**config.mk**
```make
export PLATFORM = sky130hd
export DESIGN_NAME = score_digit_renderer
export DESIGN_NICKNAME = d
export VERILOG_FILES = /design/src/rtl/score_disp_pkg.sv /design/src/rtl/bin2bcd_seq.sv /design/src/rtl/score_digit_renderer.sv
export SDC_FILE = /design/constraint.sdc
export NUM_CORES = 1
export LEC_CHECK = 0
export ABC_CLOCK_PERIOD_IN_PS = 6000
export BUFFER_PORTS_ARGS = -buffer_cell sky130_fd_sc_hd__buf_2
export CORE_ASPECT_RATIO = 1.25
export CORE_MARGIN = 4
export CORE_UTILIZATION = 60
export DETAILED_ROUTE_END_ITERATION = 16
export GPL_ROUTABILITY_DRIVEN = 0
export PLACE_DENSITY = 0.84
export SYNTH_ARGS = -nofsm -noshare
export SYNTH_HDL_FRONTEND = slang
export SYNTH_SLANG_ARGS = --single-unit
```
**constraint.sdc**
```tcl
create_clock -name clk_25MHz -period 6 [get_ports clk_25MHz]
set_input_delay 0.3 -clock clk_25MHz [delete_from_list [all_inputs] [get_ports clk_25MHz]]
set_output_delay 0.3 -clock clk_25MHz [all_outputs]
set_load 0.02 [all_outputs]
```
**src/rtl/score_disp_pkg.sv**
```systemverilog
// rtl/score_disp_pkg.sv - shared types and default geometry for the score digit renderer
// Holds the RGB444 pixel and BCD nibble types, the blank pixel value and the
// default parameter values used by score_digit_renderer and bin2bcd_seq.
package score_disp_pkg;

    typedef logic [11:0] rgb444_t;
    typedef logic [3:0]  bcd_t;

    localparam rgb444_t BLANK_PIXEL = 12'h000;

    localparam int SCORE_W_DEF    = 14;
    localparam int DIGITS_DEF     = 4;
    localparam int GLYPH_W_DEF    = 15;
    localparam int GLYPH_H_DEF    = 30;
    localparam int ROM_STRIDE_DEF = 150;
    localparam int ROM_AW_DEF     = 17;

endpackage

```
**src/rtl/bin2bcd_seq.sv**
```systemverilog
// rtl/bin2bcd_seq.sv - sequential double-dabble binary to BCD converter with saturation
// Ports:
//   clk, rst_n  : clock, asynchronous active-low reset
//   score       : binary input, converted whenever it differs from the last captured value
//   shown_bcd   : displayed BCD digits, most significant nibble at the top, changes only on LOAD
//   conv_busy   : high from capture until the result is loaded
module bin2bcd_seq
    import score_disp_pkg::*;
#(
    parameter int SCORE_W = SCORE_W_DEF,
    parameter int DIGITS  = DIGITS_DEF
)(
    input  logic                clk,
    input  logic                rst_n,
    input  logic [SCORE_W-1:0]  score,
    output logic [DIGITS*4-1:0] shown_bcd,
    output logic                conv_busy
);

    localparam int CW = (SCORE_W > 1) ? $clog2(SCORE_W) : 1;
    localparam int SW = (DIGITS + 1) * 4;

    typedef enum logic [1:0] {S_IDLE, S_CONV, S_LOAD} state_t;

    state_t               state_q, state_d;
    logic [SCORE_W-1:0]   last_score_q, last_score_d;
    logic [SCORE_W-1:0]   shift_q, shift_d;
    logic [SW-1:0]        scratch_q, scratch_d;
    logic                 ovf_q, ovf_d;
    logic [CW-1:0]        cnt_q, cnt_d;
    logic [DIGITS*4-1:0]  shown_q, shown_d;
    logic                 busy_q, busy_d;
    logic [SW-1:0]        adj;
    bcd_t                 nib;

    always_comb begin
        state_d      = state_q;
        last_score_d = last_score_q;
        shift_d      = shift_q;
        scratch_d    = scratch_q;
        ovf_d        = ovf_q;
        cnt_d        = cnt_q;
        shown_d      = shown_q;
        busy_d       = busy_q;
        adj          = scratch_q;
        nib          = '0;

        for (int i = 0; i <= DIGITS; i++) begin
            nib = scratch_q[i*4 +: 4];
            adj[i*4 +: 4] = (nib >= 4'd5) ? nib + 4'd3 : nib;
        end

        case (state_q)
            S_IDLE: begin
                if (score != last_score_q) begin
                    last_score_d = score;
                    shift_d      = score;
                    scratch_d    = '0;
                    ovf_d        = 1'b0;
                    cnt_d        = '0;
                    busy_d       = 1'b1;
                    state_d      = S_CONV;
                end
            end
            S_CONV: begin
                scratch_d = {adj[SW-2:0], shift_q[SCORE_W-1]};
                // A bit falling off the top means the value outgrew even the guard nibble.
                ovf_d     = ovf_q | adj[SW-1];
                shift_d   = shift_q << 1;
                cnt_d     = cnt_q + CW'(1);
                if (cnt_q == CW'(SCORE_W - 1)) begin
                    state_d = S_LOAD;
                end
            end
            S_LOAD: begin
                // Guard nibble non-zero means the value needs more than DIGITS digits.
                if (ovf_q || (scratch_q[DIGITS*4 +: 4] != 4'd0)) begin
                    shown_d = {DIGITS{4'h9}};
                end else begin
                    shown_d = scratch_q[DIGITS*4-1:0];
                end
                busy_d  = 1'b0;
                state_d = S_IDLE;
            end
            default: state_d = S_IDLE;
        endcase
    end

    always_ff @(posedge clk or negedge rst_n) begin
        if (!rst_n) begin
            state_q      <= S_IDLE;
            last_score_q <= '0;
            shift_q      <= '0;
            scratch_q    <= '0;
            ovf_q        <= 1'b0;
            cnt_q        <= '0;
            shown_q      <= '0;
            busy_q       <= 1'b0;
        end else begin
            state_q      <= state_d;
            last_score_q <= last_score_d;
            shift_q      <= shift_d;
            scratch_q    <= scratch_d;
            ovf_q        <= ovf_d;
            cnt_q        <= cnt_d;
            shown_q      <= shown_d;
            busy_q       <= busy_d;
        end
    end

    assign shown_bcd = shown_q;
    assign conv_busy = busy_q;

endmodule

```
**src/rtl/score_digit_renderer.sv**
```systemverilog
// rtl/score_digit_renderer.sv - renders a binary score as decimal glyphs into the VGA pixel stream
// Optional build macro: LEADING_ZERO_BLANK_EN blanks leading zero digits (except the last).
// Ports:
//   clk_25MHz, rst_n       : pixel clock, asynchronous active-low reset
//   score                  : binary score to display
//   score_x, score_y       : top-left corner of the digit window
//   h_cnt, v_cnt           : current raster position
//   rom_addr / rom_data    : glyph ROM address (stage 1) and its read data
//   pixel_score/pixel_valid: RGB444 pixel and window flag, two cycles after h_cnt/v_cnt
//   conv_busy              : binary to BCD conversion in progress
module score_digit_renderer
    import score_disp_pkg::*;
#(
    parameter int SCORE_W    = SCORE_W_DEF,
    parameter int DIGITS     = DIGITS_DEF,
    parameter int GLYPH_W    = GLYPH_W_DEF,
    parameter int GLYPH_H    = GLYPH_H_DEF,
    parameter int ROM_STRIDE = ROM_STRIDE_DEF,
    parameter int ROM_AW     = ROM_AW_DEF
)(
    input  logic               clk_25MHz,
    input  logic               rst_n,
    input  logic [SCORE_W-1:0] score,
    input  logic [9:0]         score_x,
    input  logic [9:0]         score_y,
    input  logic [9:0]         h_cnt,
    input  logic [9:0]         v_cnt,
    output logic [ROM_AW-1:0]  rom_addr,
    input  logic [11:0]        rom_data,
    output logic [11:0]        pixel_score,
    output logic               pixel_valid,
    output logic               conv_busy
);

    localparam int CW    = (GLYPH_W > 1) ? $clog2(GLYPH_W) : 1;
    localparam int DW    = (DIGITS > 1) ? $clog2(DIGITS) : 1;
    localparam int WIN_W = DIGITS * GLYPH_W;

    logic [DIGITS*4-1:0] shown_bcd;

    bin2bcd_seq #(
        .SCORE_W (SCORE_W),
        .DIGITS  (DIGITS)
    ) u_bin2bcd (
        .clk       (clk_25MHz),
        .rst_n     (rst_n),
        .score     (score),
        .shown_bcd (shown_bcd),
        .conv_busy (conv_busy)
    );

    logic [CW-1:0]     col_q, col_d, cur_col;
    logic [DW-1:0]     dig_q, dig_d, cur_dig;
    logic [ROM_AW-1:0] rom_addr_q, rom_addr_d;
    logic              win_q, win_d;
    logic              blank_q, blank_d;
    rgb444_t           pix_q, pix_d;
    logic              pvalid_q, pvalid_d;
    logic              at_left, in_x, in_y, lz;
    logic [9:0]        row;
    bcd_t              cur_nib;

    always_comb begin
        at_left = (h_cnt == score_x);
        // The registered counters already hold the position for this h_cnt; the
        // left edge of the window forces them back to zero.
        cur_col = at_left ? '0 : col_q;
        cur_dig = at_left ? '0 : dig_q;

        col_d = cur_col + CW'(1);
        dig_d = cur_dig;
        if (cur_col == CW'(GLYPH_W - 1)) begin
            col_d = '0;
            if (cur_dig != DW'(DIGITS - 1)) begin
                dig_d = cur_dig + DW'(1);
            end
        end

        in_x = ({2'b00, h_cnt} >= {2'b00, score_x}) &&
               ({2'b00, h_cnt} <  {2'b00, score_x} + 12'(WIN_W));
        in_y = ({2'b00, v_cnt} >= {2'b00, score_y}) &&
               ({2'b00, v_cnt} <  {2'b00, score_y} + 12'(GLYPH_H));
        win_d = in_x && in_y;
        row   = v_cnt - score_y;

        // Digit index 0 is the most significant nibble of the shown value.
        cur_nib = shown_bcd[(DIGITS - 1 - int'(cur_dig)) * 4 +: 4];

        rom_addr_d = '0;
        if (win_d) begin
            rom_addr_d = ROM_AW'(32'(cur_col) + 32'(cur_nib) * GLYPH_W + 32'(row) * ROM_STRIDE);
        end

        lz      = 1'b1;
        blank_d = 1'b0;
`ifdef LEADING_ZERO_BLANK_EN
        for (int i = 0; i < DIGITS - 1; i++) begin
            lz = lz && (shown_bcd[(DIGITS - 1 - i) * 4 +: 4] == 4'd0);
            if (DW'(i) == cur_dig) begin
                blank_d = lz;
            end
        end
`else
        blank_d = 1'b0;
`endif

        pix_d    = (win_q && !blank_q) ? rom_data : BLANK_PIXEL;
        pvalid_d = win_q;
    end

    always_ff @(posedge clk_25MHz or negedge rst_n) begin
        if (!rst_n) begin
            col_q      <= '0;
            dig_q      <= '0;
            rom_addr_q <= '0;
            win_q      <= 1'b0;
            blank_q    <= 1'b0;
            pix_q      <= BLANK_PIXEL;
            pvalid_q   <= 1'b0;
        end else begin
            col_q      <= col_d;
            dig_q      <= dig_d;
            rom_addr_q <= rom_addr_d;
            win_q      <= win_d;
            blank_q    <= blank_d;
            pix_q      <= pix_d;
            pvalid_q   <= pvalid_d;
        end
    end

    assign rom_addr    = rom_addr_q;
    assign pixel_score = pix_q;
    assign pixel_valid = pvalid_q;

endmodule

```
==> flow_metrics.tcl <==
set metrics [dict create \
    status "finished, final reports clean" \
    fmax_ghz 0.184 \
    fin_crit_ns 5.45 \
    r2r-end "rom_addr[14]$_DFF_PN0_" \
    cts_tree "done" \
    whs_endpoint "pixel_score[3]$_DFF_PN0_" \
    synth_ff_type "dfrtp_1" \
    nNetsFinal 1191 \
    die_h_um 138 \
    dr_total_vias 6503 \
    drt-total-wl_mm 18.0 \
    die_x_um 112 \
    cap_violations 0 \
    slowest_delay_ns 0.66 \
    dieArea_um2 15500 \
    critPathMaxFanout 11 \
    diodes 0 \
    synthTopCellsByArea "dfrtp_1, ha_1, fa_1, nand2_1, inv_1" \
    hold_path_depth 2 \
    pin_count 99 \
    synth_common_cells "ha_1, nand2_1, dfrtp_1, inv_1, nor2_1" \
    start_util 0.612 \
    r2r_slack_ns 1.00 \
    h-tree-depth 3 \
    reg2regPathDepth 17 \
    core_area_um2 13300 \
    ys_types 62 \
    ant_nets 0 \
    clkTransAtPathRegs_ns 0.08 \
    drt_first_pass_iters 5 \
    cpMostUsedCell "inv_1" \
    grt_pass1_wl_mm 30.5 \
    crit_arrival_ns 5.66 \
    synth_edf_count 0 \
    area_delta_synth_final_pct 12.8 \
    synth_area_um2 8140 \
    synth_top_area_frac 0.335 \
    tightest_slew_ns 0.881 \
    avgViaCountPerCell 5.59 \
    synth.largest_area_cell "dfrtp_1" \
    hp-start "rom_data[3]" \
    post-cts-setup-buffer-count 0 \
    hold_viol_final 0 \
    drc 0 \
    end_kind "register" \
    ys_warn_count 0 \
    fin_crit_sh 0.908 \
    slowest_stage "or4_4" \
    row_count 47 \
    synthCells 888 \
    clock_latency_ns 0.36 \
    grt-ovfl-total 0 \
    synth.ff_latch_count 109 \
    seq_area_frac_synth 0.335 \
    final-setup-viol-count 0 \
    max-slew-margin-rel 0.412 \
    start_kind "input pin" \
    portBuffers 98 \
    root_buffer "clkbuf_16" \
    grt_pass1_vias 6716 \
    rsz0062_at_grt "no" \
    syn_nets 1092 \
    fin_skew_ns 0.0122 \
    drive_above_1_share 0.139 \
    grt_use_total 0.236 \
    avgSynthCellArea_um2 9.16 \
    drv_slew 0 \
    antenna_found_initial 0 \
    crit_required_ns 6.21 \
    dp_hpwl_mm 14.2 \
    avgRoutedWirePerCell_um 15.5 \
    crit_chain "buf_2 > inv_1 > ha_1 > nand4_1 > or4_4 > and2_1 > a221oi_1 > inv_1 > fa_1 > ha_1 > inv_1 > fa_1 > inv_1 > ha_1 > fa_1 > a21o_1 > a21oi_1 > o21bai_1 > a31oi_1 > and3b_1 > xnor2_1 > nor2_1" \
    hold_path.class "input pin to register" \
    final.setup.tns_ns 0 \
    grt_max_degree 73 \
    clockBufferDepth 2 \
    cts_sinks 109 \
    r2r_start "dig_q[0]$_DFF_PN0_" \
    numCtsBuffers 9 \
    setup.worst_path.class "input pin to register" \
    async_flop_share 1.00 \
    drt_iter0_drc 311 \
]
==> critical path: cells and delay by family <==
family | cells | cell delay [ns]
fa+ha+maj | 6 | 2.30
simple gates | 5 | 1.34
compound gates | 5 | 1.15
buf+inv | 5 | 0.43
xor+xnor | 1 | 0.13
==> layout by cell type (no fill, tap or decap), types with 5 or more instances in the layout <==
| master | count |
|---|---|
| nand4_1 | 7 |
| o21bai_1 | 5 |
| o21a_1 | 6 |
| buf_4 | 14 |
| a21oi_1 | 47 |
| and2_1 | 17 |
| inv_1 | 92 |
| clkbuf_16 | 9 |
| nand2_1 | 113 |
| nor3_1 | 18 |
| o22ai_1 | 13 |
| a21o_1 | 12 |
| o21ai_0 | 31 |
| xnor2_1 | 39 |
| nand3_1 | 28 |
| nor4_1 | 5 |
| a211oi_1 | 5 |
| buf_2 | 97 |
| and3_1 | 5 |
| dfrtp_1 | 109 |
| ha_1 | 113 |
| a31oi_1 | 6 |
| xor2_1 | 30 |
| nand2b_1 | 12 |
| nor2b_1 | 5 |
| nor2_1 | 59 |
| fa_1 | 23 |
==> how the worst max path moves through the flow <==
stage          startpoint                     end  slack [ns]
2_1_floorplan  score_x[7]  rom_addr[14]$_DFF_PN0_        0.57
3_3_place_gp   score_x[7]  rom_addr[14]$_DFF_PN0_        0.23
3_5_place_dp   score_x[5]  rom_addr[14]$_DFF_PN0_        0.05
4_1_cts        score_x[5]  rom_addr[14]$_DFF_PN0_        0.39
5_1_grt        score_x[7]  rom_addr[16]$_DFF_PN0_        0.13
6_report       score_x[7]  rom_addr[14]$_DFF_PN0_        0.55
==> kinds of logic (layout without fill, tap and decap cells) <==
logic type                 Yosys count  count (layout)  share of synthesized area
AOI/OAI and AO/OA                  167             167                      0.133
xor gates and xnor gates            70              70                     0.0771
adders and majority gates          136             136                      0.230
buffers and inverters              116             220                     0.0537
DFF                                109             109                      0.335
muxes                                7               7                    0.00907
and+or+nand+nor                    283             283                      0.162
==> stage by stage <==
| stage | utilization | hold WS, ns | std cells | area (µm²) | setup slack (ns) |
|---|---|---|---|---|---|
| CTS | 0.690 | 0.148 | 1163 | 9170 | 0.395 |
| global placement | 0.666 | 0.297 | 1146 | 8850 | 0.230 |
| floorplan | - | 0.00441 | 888 | 8140 | 0.572 |
| finish | 0.691 | 0.156 | 1163 | 9180 | 0.555 |
| global route | 0.691 | 0.160 | 1163 | 9180 | 0.126 |
| detailed placement | 0.666 | 0.305 | 1146 | 8850 | 0.0504 |
==> state kept, by name (all words and copies together), names as in the netlist <==
signal                  flops
col_q                       4
dig_q                       2
pixel_score                12
pixel_valid                 1
pvalid_d                    1
rom_addr                   17
u_bin2bcd.cnt_q             4
u_bin2bcd.conv_busy         1
u_bin2bcd.last_score_q     14
u_bin2bcd.ovf_q             1
u_bin2bcd.scratch_q        20
u_bin2bcd.shift_q          14
u_bin2bcd.shown_bcd        16
u_bin2bcd.state_q           2
==> cell type report <==
type                       instances  area, µm²
inverter                          92        345
timing repair buffer             112        601
clock inverter                     7       90.1
multi-input combinational        663       4970
tap                              171        214
clock buffer                       9        225
fill                            1036       4110
sequential                       109       2730
==> metal layers <==
layer	GRT usage	up-vias	share of wire
li1	-	3217	-
met1	0.272	3116	0.40
met2	0.445	130	0.55
met3	0.0297	40	0.030
met4	0.0842	0	0.027
met5	0	-	0
==> what timing repair did <==
action / 4_1_cts / 5_1_grt
hold buffers: 1 / 0
resized for setup: 0 / 2
endpoints found under the hold margin: 37 / 0
endpoints found under the setup margin: 0 / 3
Power is not shown: default switching activity piles up to over one toggle a cycle in this logic, so the estimate is an artifact.
